`config.mk`:
```
export PLATFORM = sky130hd
export DESIGN_NAME = mips_run_ctrl
export DESIGN_NICKNAME = d
export VERILOG_FILES = /design/src/rtl/mips_run_ctrl_pkg.sv /design/src/rtl/mips_run_ctrl_sat_counter.sv /design/src/rtl/mips_run_ctrl.sv
export SDC_FILE = /design/constraint.sdc
export NUM_CORES = 1
export LEC_CHECK = 0
export ABC_AREA = 1
export CAP_MARGIN = 20
export CELL_PAD_IN_SITES_DETAIL_PLACEMENT = 0
export CELL_PAD_IN_SITES_GLOBAL_PLACEMENT = 1
export CORE_ASPECT_RATIO = 0.9
export CORE_MARGIN = 4
export CORE_UTILIZATION = 34
export CTS_CLUSTER_SIZE = 30
export DETAILED_ROUTE_END_ITERATION = 7
export PLACE_DENSITY_LB_ADDON = 0.1
export SYNTH_ARGS = -nofsm -noshare
export SYNTH_HDL_FRONTEND = slang
export SYNTH_SLANG_ARGS = --single-unit
```
`constraint.sdc`:
```
create_clock -name clk -period 1.55 [get_ports clk]
set_input_delay 0.31 -clock clk [delete_from_list [all_inputs] [get_ports clk]]
set_output_delay 0.31 -clock clk [all_outputs]
set_load 0.005 [all_outputs]
```
`src/rtl/mips_run_ctrl_pkg.sv`:
```
// Shared definitions for the MIPS run-control sequencer.
// Contents:
//   rc_cmd_e    host/debug command opcodes
//   rc_state_e  sequencer states, numbered as seen on the state output
//   helpers     decode pipeline-enable and PC-hold from a state
package mips_run_ctrl_pkg;

  typedef enum logic [2:0] {
    CmdNop   = 3'd0,
    CmdRun   = 3'd1,
    CmdStep  = 3'd2,
    CmdBreak = 3'd3,
    CmdClear = 3'd4
  } rc_cmd_e;

  typedef enum logic [2:0] {
    StIdle   = 3'd0,
    StRun    = 3'd1,
    StStep   = 3'd2,
    StDrain  = 3'd3,
    StPaused = 3'd4,
    StHalted = 3'd5
  } rc_state_e;

  function automatic logic st_pipe_en(rc_state_e s);
    return (s == StRun) || (s == StStep) || (s == StDrain);
  endfunction

  function automatic logic st_pc_hold(rc_state_e s);
    return (s == StDrain) || (s == StHalted);
  endfunction

endpackage

```
`src/rtl/mips_run_ctrl_sat_counter.sv`:
```
// Saturating up-counter with synchronous clear.
// Ports:
//   clk      clock
//   reset    synchronous active-low reset
//   en_i     increment this cycle (holds at all-ones)
//   clr_i    zero the count; wins over en_i
//   count_o  registered count
module mips_run_ctrl_sat_counter #(
  parameter int unsigned Width = 32
) (
  input  logic             clk,
  input  logic             reset,
  input  logic             en_i,
  input  logic             clr_i,
  output logic [Width-1:0] count_o
);

  logic [Width-1:0] count_q, count_d;

  always_comb begin
    count_d = count_q;
    if (clr_i) begin
      count_d = '0;
    end else if (en_i && (count_q != {Width{1'b1}})) begin
      count_d = count_q + Width'(1);
    end
  end

  always_ff @(posedge clk) begin
    if (!reset) begin
      count_q <= '0;
    end else begin
      count_q <= count_d;
    end
  end

  assign count_o = count_q;

endmodule

```
`src/rtl/mips_run_ctrl.sv`:
```
// Run-control sequencer for the 5-stage MIPS pipeline. Gates the global pipeline
// enable from host/debug commands (run, N-cycle step, break, clear) and drains
// the pipeline after a HALT is fetched so older instructions retire first.
// Ports:
//   clk, reset            clock, synchronous active-low reset
//   cmd_valid/ready       command handshake; cmd_op opcode, cmd_arg step count
//   halt_if               instruction in IF is HALT
//   wb_retire             real instruction committing in WB
//   pipe_en, pc_hold      pipeline enable, PC freeze (registered)
//   pipe_flush, done      one-cycle pulses (registered)
//   state                 current sequencer state
//   cycle_cnt, retire_cnt saturating counters since last CLEAR
module mips_run_ctrl
  import mips_run_ctrl_pkg::*;
#(
  parameter int unsigned DRAIN_CYCLES = 4,
  parameter int unsigned STEP_W       = 16,
  parameter int unsigned CNT_W        = 32
) (
  input  logic              clk,
  input  logic              reset,
  input  logic              cmd_valid,
  output logic              cmd_ready,
  input  logic [2:0]        cmd_op,
  input  logic [STEP_W-1:0] cmd_arg,
  input  logic              halt_if,
  input  logic              wb_retire,
  output logic              pipe_en,
  output logic              pc_hold,
  output logic              pipe_flush,
  output logic [2:0]        state,
  output logic              done,
  output logic [CNT_W-1:0]  cycle_cnt,
  output logic [CNT_W-1:0]  retire_cnt
);

  rc_state_e         state_q, state_d;
  logic [STEP_W-1:0] cnt_q, cnt_d;
  logic              pipe_en_q, pc_hold_q, pipe_flush_q, done_q;
  logic              cmd_fire, halt_seen, clear;

  assign cmd_ready = (state_q != StDrain) && !pipe_flush_q;
  assign cmd_fire  = cmd_valid && cmd_ready;
  // pc_hold_q masks a HALT still sitting in IF once the PC is frozen.
  assign halt_seen = halt_if && pipe_en_q && !pc_hold_q;
  assign clear     = cmd_fire && (cmd_op == CmdClear);

  always_comb begin
    state_d = state_q;
    cnt_d   = cnt_q;
    if (clear) begin
      state_d = StIdle;
    end else begin
      case (state_q)
        StIdle, StPaused: begin
          if (cmd_fire && (cmd_op == CmdRun)) begin
            state_d = StRun;
          end else if (cmd_fire && (cmd_op == CmdStep)) begin
            state_d = StStep;
            cnt_d   = (cmd_arg == '0) ? STEP_W'(1) : cmd_arg;
          end
        end
        StRun: begin
          if (cmd_fire && (cmd_op == CmdBreak)) begin
            state_d = StPaused;
          end else if (halt_seen) begin
            state_d = StDrain;
            cnt_d   = STEP_W'(DRAIN_CYCLES);
          end
        end
        StStep: begin
          // Command beats halt, halt beats step expiry.
          if (cmd_fire && (cmd_op == CmdBreak)) begin
            state_d = StPaused;
          end else if (halt_seen) begin
            state_d = StDrain;
            cnt_d   = STEP_W'(DRAIN_CYCLES);
          end else if (cnt_q == STEP_W'(1)) begin
            state_d = StPaused;
          end else begin
            cnt_d = cnt_q - STEP_W'(1);
          end
        end
        StDrain: begin
          if (cnt_q == STEP_W'(1)) begin
            state_d = StHalted;
          end else begin
            cnt_d = cnt_q - STEP_W'(1);
          end
        end
        StHalted: ;
        default: state_d = StIdle;
      endcase
    end
  end

  always_ff @(posedge clk) begin
    if (!reset) begin
      state_q      <= StIdle;
      cnt_q        <= '0;
      pipe_en_q    <= 1'b0;
      pc_hold_q    <= 1'b0;
      pipe_flush_q <= 1'b0;
      done_q       <= 1'b0;
    end else begin
      state_q      <= state_d;
      cnt_q        <= cnt_d;
      pipe_en_q    <= st_pipe_en(state_d);
      pc_hold_q    <= st_pc_hold(state_d);
      pipe_flush_q <= clear;
      done_q       <= (state_d != state_q) &&
                      ((state_d == StPaused) || (state_d == StHalted));
    end
  end

  assign pipe_en    = pipe_en_q;
  assign pc_hold    = pc_hold_q;
  assign pipe_flush = pipe_flush_q;
  assign done       = done_q;
  assign state      = state_q;

  mips_run_ctrl_sat_counter #(
    .Width (CNT_W)
  ) u_cycle_cnt (
    .clk     (clk),
    .reset   (reset),
    .en_i    (pipe_en_q),
    .clr_i   (clear),
    .count_o (cycle_cnt)
  );

  mips_run_ctrl_sat_counter #(
    .Width (CNT_W)
  ) u_retire_cnt (
    .clk     (clk),
    .reset   (reset),
    .en_i    (pipe_en_q && wb_retire),
    .clr_i   (clear),
    .count_o (retire_cnt)
  );

endmodule

```
==> results.txt, run 1 <==
Post-synth top area cell -> dfxtp_1
Fraction of synthesis flops using an asynchronous set or reset pin -> 0%
Share of layout cells above drive strength 1 -> 40.7%
Die Wd -> 146 µm
Clock Sinks -> 87
Area of the die -> 19400 µm²
CTS tree -> done
Sequential power share -> 36.2%
Leakage -> 4.85 nW
Worst IR drop on VDD -> 573 µV
Standard-cell rows -> 45
First-pass DRT Iterations -> 5
Final Cell Area -> 10400 µm²
Via density -> 4.77
CP required -> 1.83 ns
Setup CP Type -> register to register
Chip height -> 133 µm
IO Count -> 96
Final Hold Fails -> 0
Syn avg cell area -> 5.96 µm²
Core footprint -> 16900 µm²
Worst skew pair latency -> 0.35 ns
Gate power share -> 25.4%
Synth Flop Type -> dfxtp_1
Setup_tns -> -3.77 ns
Worst slew margin -> 69.4%
H-tree Lvls -> 3
Final slew viol count -> 0
Dominant cells by area after synthesis -> dfxtp_1 30%, nand2_1 22%, nor2_1 10%, inv_1 6.3%, a21oi_1 5.1%
Mean routed wirelength per cell -> 14.3 µm
Fin nets -> 1346
Total track usage -> 21.3%
Vias -> 7311
Synth cell count leaders -> 351 x nand2_1, 159 x nor2_1, 98 x inv_1
Total grt overflow -> 0
Tightest Hold Check Type -> register to register
Dpl ws -> -0.395 ns
Clock network power share -> 38.4%
Antenna Cells -> 0
Initial antenna violation count -> 0
Routed WL -> 21.9 mm
Worst-margin pin slew -> 0.458 ns
Power per cell area -> 619 nW/µm²
Post-route minimum period -> 1.70 ns
# placed instances -> 1471
Clock Tree Root -> clkbuf_16
Tcrit/Tclk final -> 110%
Count leader, synth -> nand2_1
Cts bufs inserted -> 9
Hold_buf cts -> 0
Status -> complete, but fails checks
WP data arrival -> 1.98 ns
Layout Cells excl Fill -> 1534
Max_cap viols -> 0
Top-area cell type share of the netlist area -> 29.7%
Synth cell types -> 38
Starting DRT DRC Count -> 420
RSZ-0062 raised after global routing -> true
Final GP Congestion -> 0.890
Synthesized area -> 5860 µm²
Reg clk slew, reported paths -> 0.07 ns
Setup Viol. Count Final -> 63
Pin count of the biggest net entering global routing -> 46
Startpoint type of the worst setup path -> register
Int Power -> 4.53 mW
Vias in the first global route -> 6877
Syn nets -> 1012
Area delta synth->final -> 76.6%
Flops & latches, synth -> 87
Worst Setup Slack, final -> -0.149 ns
Overall Power -> 6.41 mW
Final ANT Viol Nets -> 0
Switching power total -> 1.88 mW
Port Buf Inserts -> 95
Post-synthesis sequential area ratio -> 29.7%
Nature of the critical path endpoint -> register
Number of synthesized flops with an enable pin -> 0
Crit path max fanout -> 6
Initial Util -> 34.7%
CTS Buffer Depth -> 2
Synth Warn # -> 0
Layout Skew -> 0.00603 ns
Violated checks -> negative setup slack
Placement Cell Area -> 8570 µm²
Post-DP HPWL -> 15.7 mm
F_max -> 589 MHz
Synth Instances -> 984
Switching Share -> 29.4%
Drc violations -> 0
First-pass GRT wire length -> 34.0 mm
metal layers:
layer | vias to the layer above | global-route usage, % | share of wire (%)
li1 | 3800 | - | -
met1 | 3313 | 28.9 | 47
met2 | 159 | 35.2 | 47
met3 | 39 | 4.21 | 4.3
met4 | 0 | 4.91 | 2.0
met5 | - | 0 | 0
cells in the final DEF (no fill, tap or decap), drive strengths merged:
| cell | count |
|---|---|
| clkinv | 2 |
| a21boi | 2 |
| ha | 4 |
| nand2 | 360 |
| clkbuf | 15 |
| bufinv | 2 |
| o21ai | 24 |
| xnor2 | 2 |
| nor3b | 3 |
| nand4 | 24 |
| o21bai | 1 |
| a21oi | 60 |
| clkdlybuf4s50 | 26 |
| dlygate4sd2 | 64 |
| inv | 104 |
| dlymetal6s2s | 3 |
| a21o | 1 |
| buf | 248 |
| nand3b | 10 |
| nor2 | 165 |
| xor2 | 23 |
| nor3 | 35 |
| dfxtp | 87 |
| and3 | 2 |
| clkdlybuf4s15 | 1 |
| a211oi | 1 |
| nand3 | 54 |
critical path, cell delays in order, from the launching register on:
cell and delay, ns:
dfxtp_4 0.36, ha_4 0.15, nand3_4 0.07, nor3_4 0.19, inv_2 0.07, nor2_4 0.15, nand2_4 0.09, nand2_8 0.14
buf_12 0.13, buf_16 0.11, nand2_1 0.06, a21oi_2 0.10
area by class of cell:
class                      instances  area [µm²]
sequential                        87        1850
tap                              211         264
fill                            1578        6530
multi-input combinational        771        4410
clock buffer                      13         260
clock inverter                     3        65.1
timing repair buffer             344        3090
inverter                         104         419
timing repair inverter             1        5.00
flip-flops by register name, summed over array words and instances (netlist names):
signal	count
pipe_en	1
u_cycle_cnt.count_o	32
state	3
pc_hold	1
pipe_flush	1
u_retire_cnt.count_o	32
cnt_q	16
done	1
power by group through the flow:
stage	logic [mW]	registers (mW)	clock network, mW
floorplan	0.685	2.38	0
global placement	1.23	2.37	0
detailed placement	1.23	2.37	0
CTS	1.39	2.31	2.51
global route	1.78	2.33	2.59
finish	1.63	2.32	2.46
kinds of logic after synthesis:
family / after synthesis / synth area share [%]
and+or+nand+nor: 653 / 48.2
adders and majority gates: 4 / 0.853
buffers and inverters: 126 / 9.49
DFF: 87 / 29.7
AOI/OAI and AO/OA: 89 / 8.02
xor gates and xnor gates: 25 / 3.73
through the flow:
stage               hold WS, ns  utilization [%]
finish                    0.508             61.3
global route              0.548             61.3
CTS                       0.511             56.7
detailed placement        0.508             50.7
global placement          0.507             50.7
floorplan                 0.450                -
timing repair:
action / CTS / global route
gates resized for setup: 215 / 213
buffers inserted: 23 / 21
gates cloned: 6 / 2
endpoints found under the setup margin: 152 / 92
pin swaps: 37 / 81
final timing paths:
| path | slack (ns) | depth (start not counted) | to | from |
|---|---|---|---|---|
| min reg2reg | 0.51 | 2 | u_cycle_cnt.count_o[12] | u_cycle_cnt.count_o[12] |
| max | -0.15 | 11 | u_retire_cnt.count_o[30] | u_retire_cnt.count_o[0] |
| max reg2reg | -0.15 | 11 | u_retire_cnt.count_o[30] | u_retire_cnt.count_o[0] |
| min | 0.51 | 2 | u_cycle_cnt.count_o[12] | u_cycle_cnt.count_o[12] |
(Power assumes the default switching activity.)
==> run 2, diff against run 1 <==
--- a/config.mk
+++ b/config.mk
@@ -15,6 +15,7 @@
 export CTS_CLUSTER_SIZE = 30
 export DETAILED_ROUTE_END_ITERATION = 7
 export PLACE_DENSITY_LB_ADDON = 0.1
+export REMOVE_ABC_BUFFERS = 1
 export SYNTH_ARGS = -nofsm -noshare
 export SYNTH_HDL_FRONTEND = slang
 export SYNTH_SLANG_ARGS = --single-unit
==> results.txt, run 2 (synthesized netlist as in run 1, its figures left out) <==
Setup Viol. Count Final -> 74 (+17%)
First-pass DRT Iterations -> 5 (unchanged)
Clock Sinks -> 87 (unchanged)
Mean routed wirelength per cell -> 15.1 µm (+6.0%)
Commonest non-fill, non-tap cell in the layout -> nand2_1
Commonest cells after routing, fill and taps aside -> 262 x nand2_1, 203 x buf_4, 117 x nor2_1
CTS Buffer Depth -> 2 (unchanged)
Routed WL -> 23.4 mm (+6.8%)
Starting DRT DRC Count -> 400 (-4.8%)
Final ANT Viol Nets -> 0 (unchanged)
Crit path max fanout -> 5 (-1)
Overall Power -> 6.52 mW (+1.7%)
Status -> complete, but fails checks
Drc violations -> 0 (unchanged)
Hold depth -> 2 (unchanged)
Standard-cell rows -> 45 (unchanged)
Area of the die -> 19400 µm² (unchanged)
Leakage -> 5.18 nW (+6.9%)
Layout Skew -> 0.0102 ns (+0.00417 ns)
Total grt overflow -> 0 (unchanged)
Final Cell Area -> 10800 µm² (+4.6%)
Post-DP HPWL -> 15.4 mm (-1.7%)
Placement Cell Area -> 8560 µm² (-0.12%)
Chip height -> 133 µm (unchanged)
Final Hold Fails -> 0 (unchanged)
Tcrit/Tclk final -> 110% (+0.76 points)
Total track usage -> 22.0% (+0.63 points)
WP data arrival -> 1.94 ns (-0.04 ns)
Hold slack -> 0.527 ns (+0.0189 ns)
Tightest Hold Check Type -> register to register
Worst skew pair latency -> 0.35 ns (about the same)
H-tree Lvls -> 3 (unchanged)
Die Wd -> 146 µm (unchanged)
Initial Util -> 34.7% (unchanged)
Antenna Cells -> 0 (unchanged)
IO Count -> 96 (unchanged)
CP required -> 1.78 ns (-0.05 ns)
Via density -> 4.89 (+2.6%)
Worst slew margin -> 80.1% (+11 points)
Violated checks -> negative setup slack
Reg2Reg Depth -> 11 (unchanged)
Cts bufs inserted -> 9 (unchanged)
Area delta synth->final -> 84.7%
Post-route minimum period -> 1.71 ns (+0.0117 ns)
Vias -> 7556 (+3.4%)
F_max -> 585 MHz (-0.69%)
Initial antenna violation count -> 0 (unchanged)
Clock Tree Root -> clkbuf_16
Vias in the first global route -> 6866 (-0.16%)
Setup CP Type -> register to register
Core footprint -> 16900 µm² (unchanged)
Fin nets -> 1357 (+0.82%)
Startpoint type of the worst setup path -> register
Port Buf Inserts -> 95 (unchanged)
Pin count of the biggest net entering global routing -> 44 (-4.3%)
Power per cell area -> 602 nW/µm² (-2.7%)
Final slew viol count -> 0 (unchanged)
CTS tree -> done
Worst Setup Slack, final -> -0.161 ns (-0.0118 ns)
First-pass GRT wire length -> 34.8 mm (+2.3%)
Dpl ws -> -0.360 ns (+0.0343 ns)
Nature of the critical path endpoint -> register
Reg clk slew, reported paths -> 0.07 ns (about the same)
Worst-margin pin slew -> 0.298 ns (-0.160 ns)
Worst IR drop on VDD -> 567 µV (-0.94%)
Max_cap viols -> 0 (unchanged)
RSZ-0062 raised after global routing -> true
Share of layout cells above drive strength 1 -> 45.1% (+4.4 points)
Final GP Congestion -> 0.880 (-1.0%)
==> run 2: cell types whose count changed in the layout (fill, tap and decap cells not counted), sizes merged <==
| cell | delta |
|---|---|
| buf | +6 |
| clkdlybuf4s50 | -4 |
| inv | +4 |
| clkinvlp | +3 |
| dlygate4sd2 | +3 |
| clkbuf | -1 |
| clkdlybuf4s15 | -1 |
| clkinv | +1 |
==> run 2: repair_timing <==
item	CTS	global route
setup endpoints to repair	154	87
hold buffers	0	0
cloned	9	7
resized for setup	268	266
pin swaps	46	93
buffers inserted	23	24
==> run 2: final timing paths <==
kind,startpoint,endpoint,slack [ns]
max reg2reg,u_retire_cnt.count_o[19],u_retire_cnt.count_o[28],-0.16
min reg2reg,u_cycle_cnt.count_o[20],u_cycle_cnt.count_o[20],0.53
min,u_cycle_cnt.count_o[20],u_cycle_cnt.count_o[20],0.53
max,u_retire_cnt.count_o[19],u_retire_cnt.count_o[28],-0.16
==> run 2: cell type report <==
class	instances	area [µm²]
clock buffers	10	229
repair inverters	6	80.1
clock inverters	6	85.1
fillers	1571	6060
inverters	104	427
repair buffers	350	3180
multi-input cells	771	4730
flip-flops and latches	87	1830
well taps	211	264
==> run 2: power breakdown <==
group	internal (mW)	switching [mW]	total, mW
sequential	2.28	0.0524	2.33
clock	1.41	1.01	2.42
combinational	0.821	0.952	1.77
total	4.51	2.01	6.52
==> run 2: per-layer routing <==
layer	global-route usage [%]	wire (µm)
met1	31.2	11200
met2	35.8	10800
met3	3.36	1020
met4	3.97	286
met5	0	0
==> run 2: through the flow <==
| stage | utilization [%] | std cells | setup TNS, ns |
|---|---|---|---|
| final | 64.1 | 1545 | -6.75 |
| after global routing | 64.1 | 1545 | -12.45 |
| after CTS | 57.7 | 1521 | -5.10 |
| after detailed placement | 50.7 | 1473 | -23.50 |
| after global placement | 50.7 | 1473 | -19.58 |
| after floorplan | - | 962 | -18.70 |
==> run 2: worst max-delay path: stages (launching register included) <==
cell	delay [ns]
dfxtp_2	0.33
nand2_2	0.10
nor3_4	0.26
nand2_2	0.11
nor2_4	0.14
nand2_4	0.08
nand2_8	0.08
buf_12	0.16
buf_12	0.15
clkinv_16	0.07
nand2_4	0.06
a21oi_2	0.05
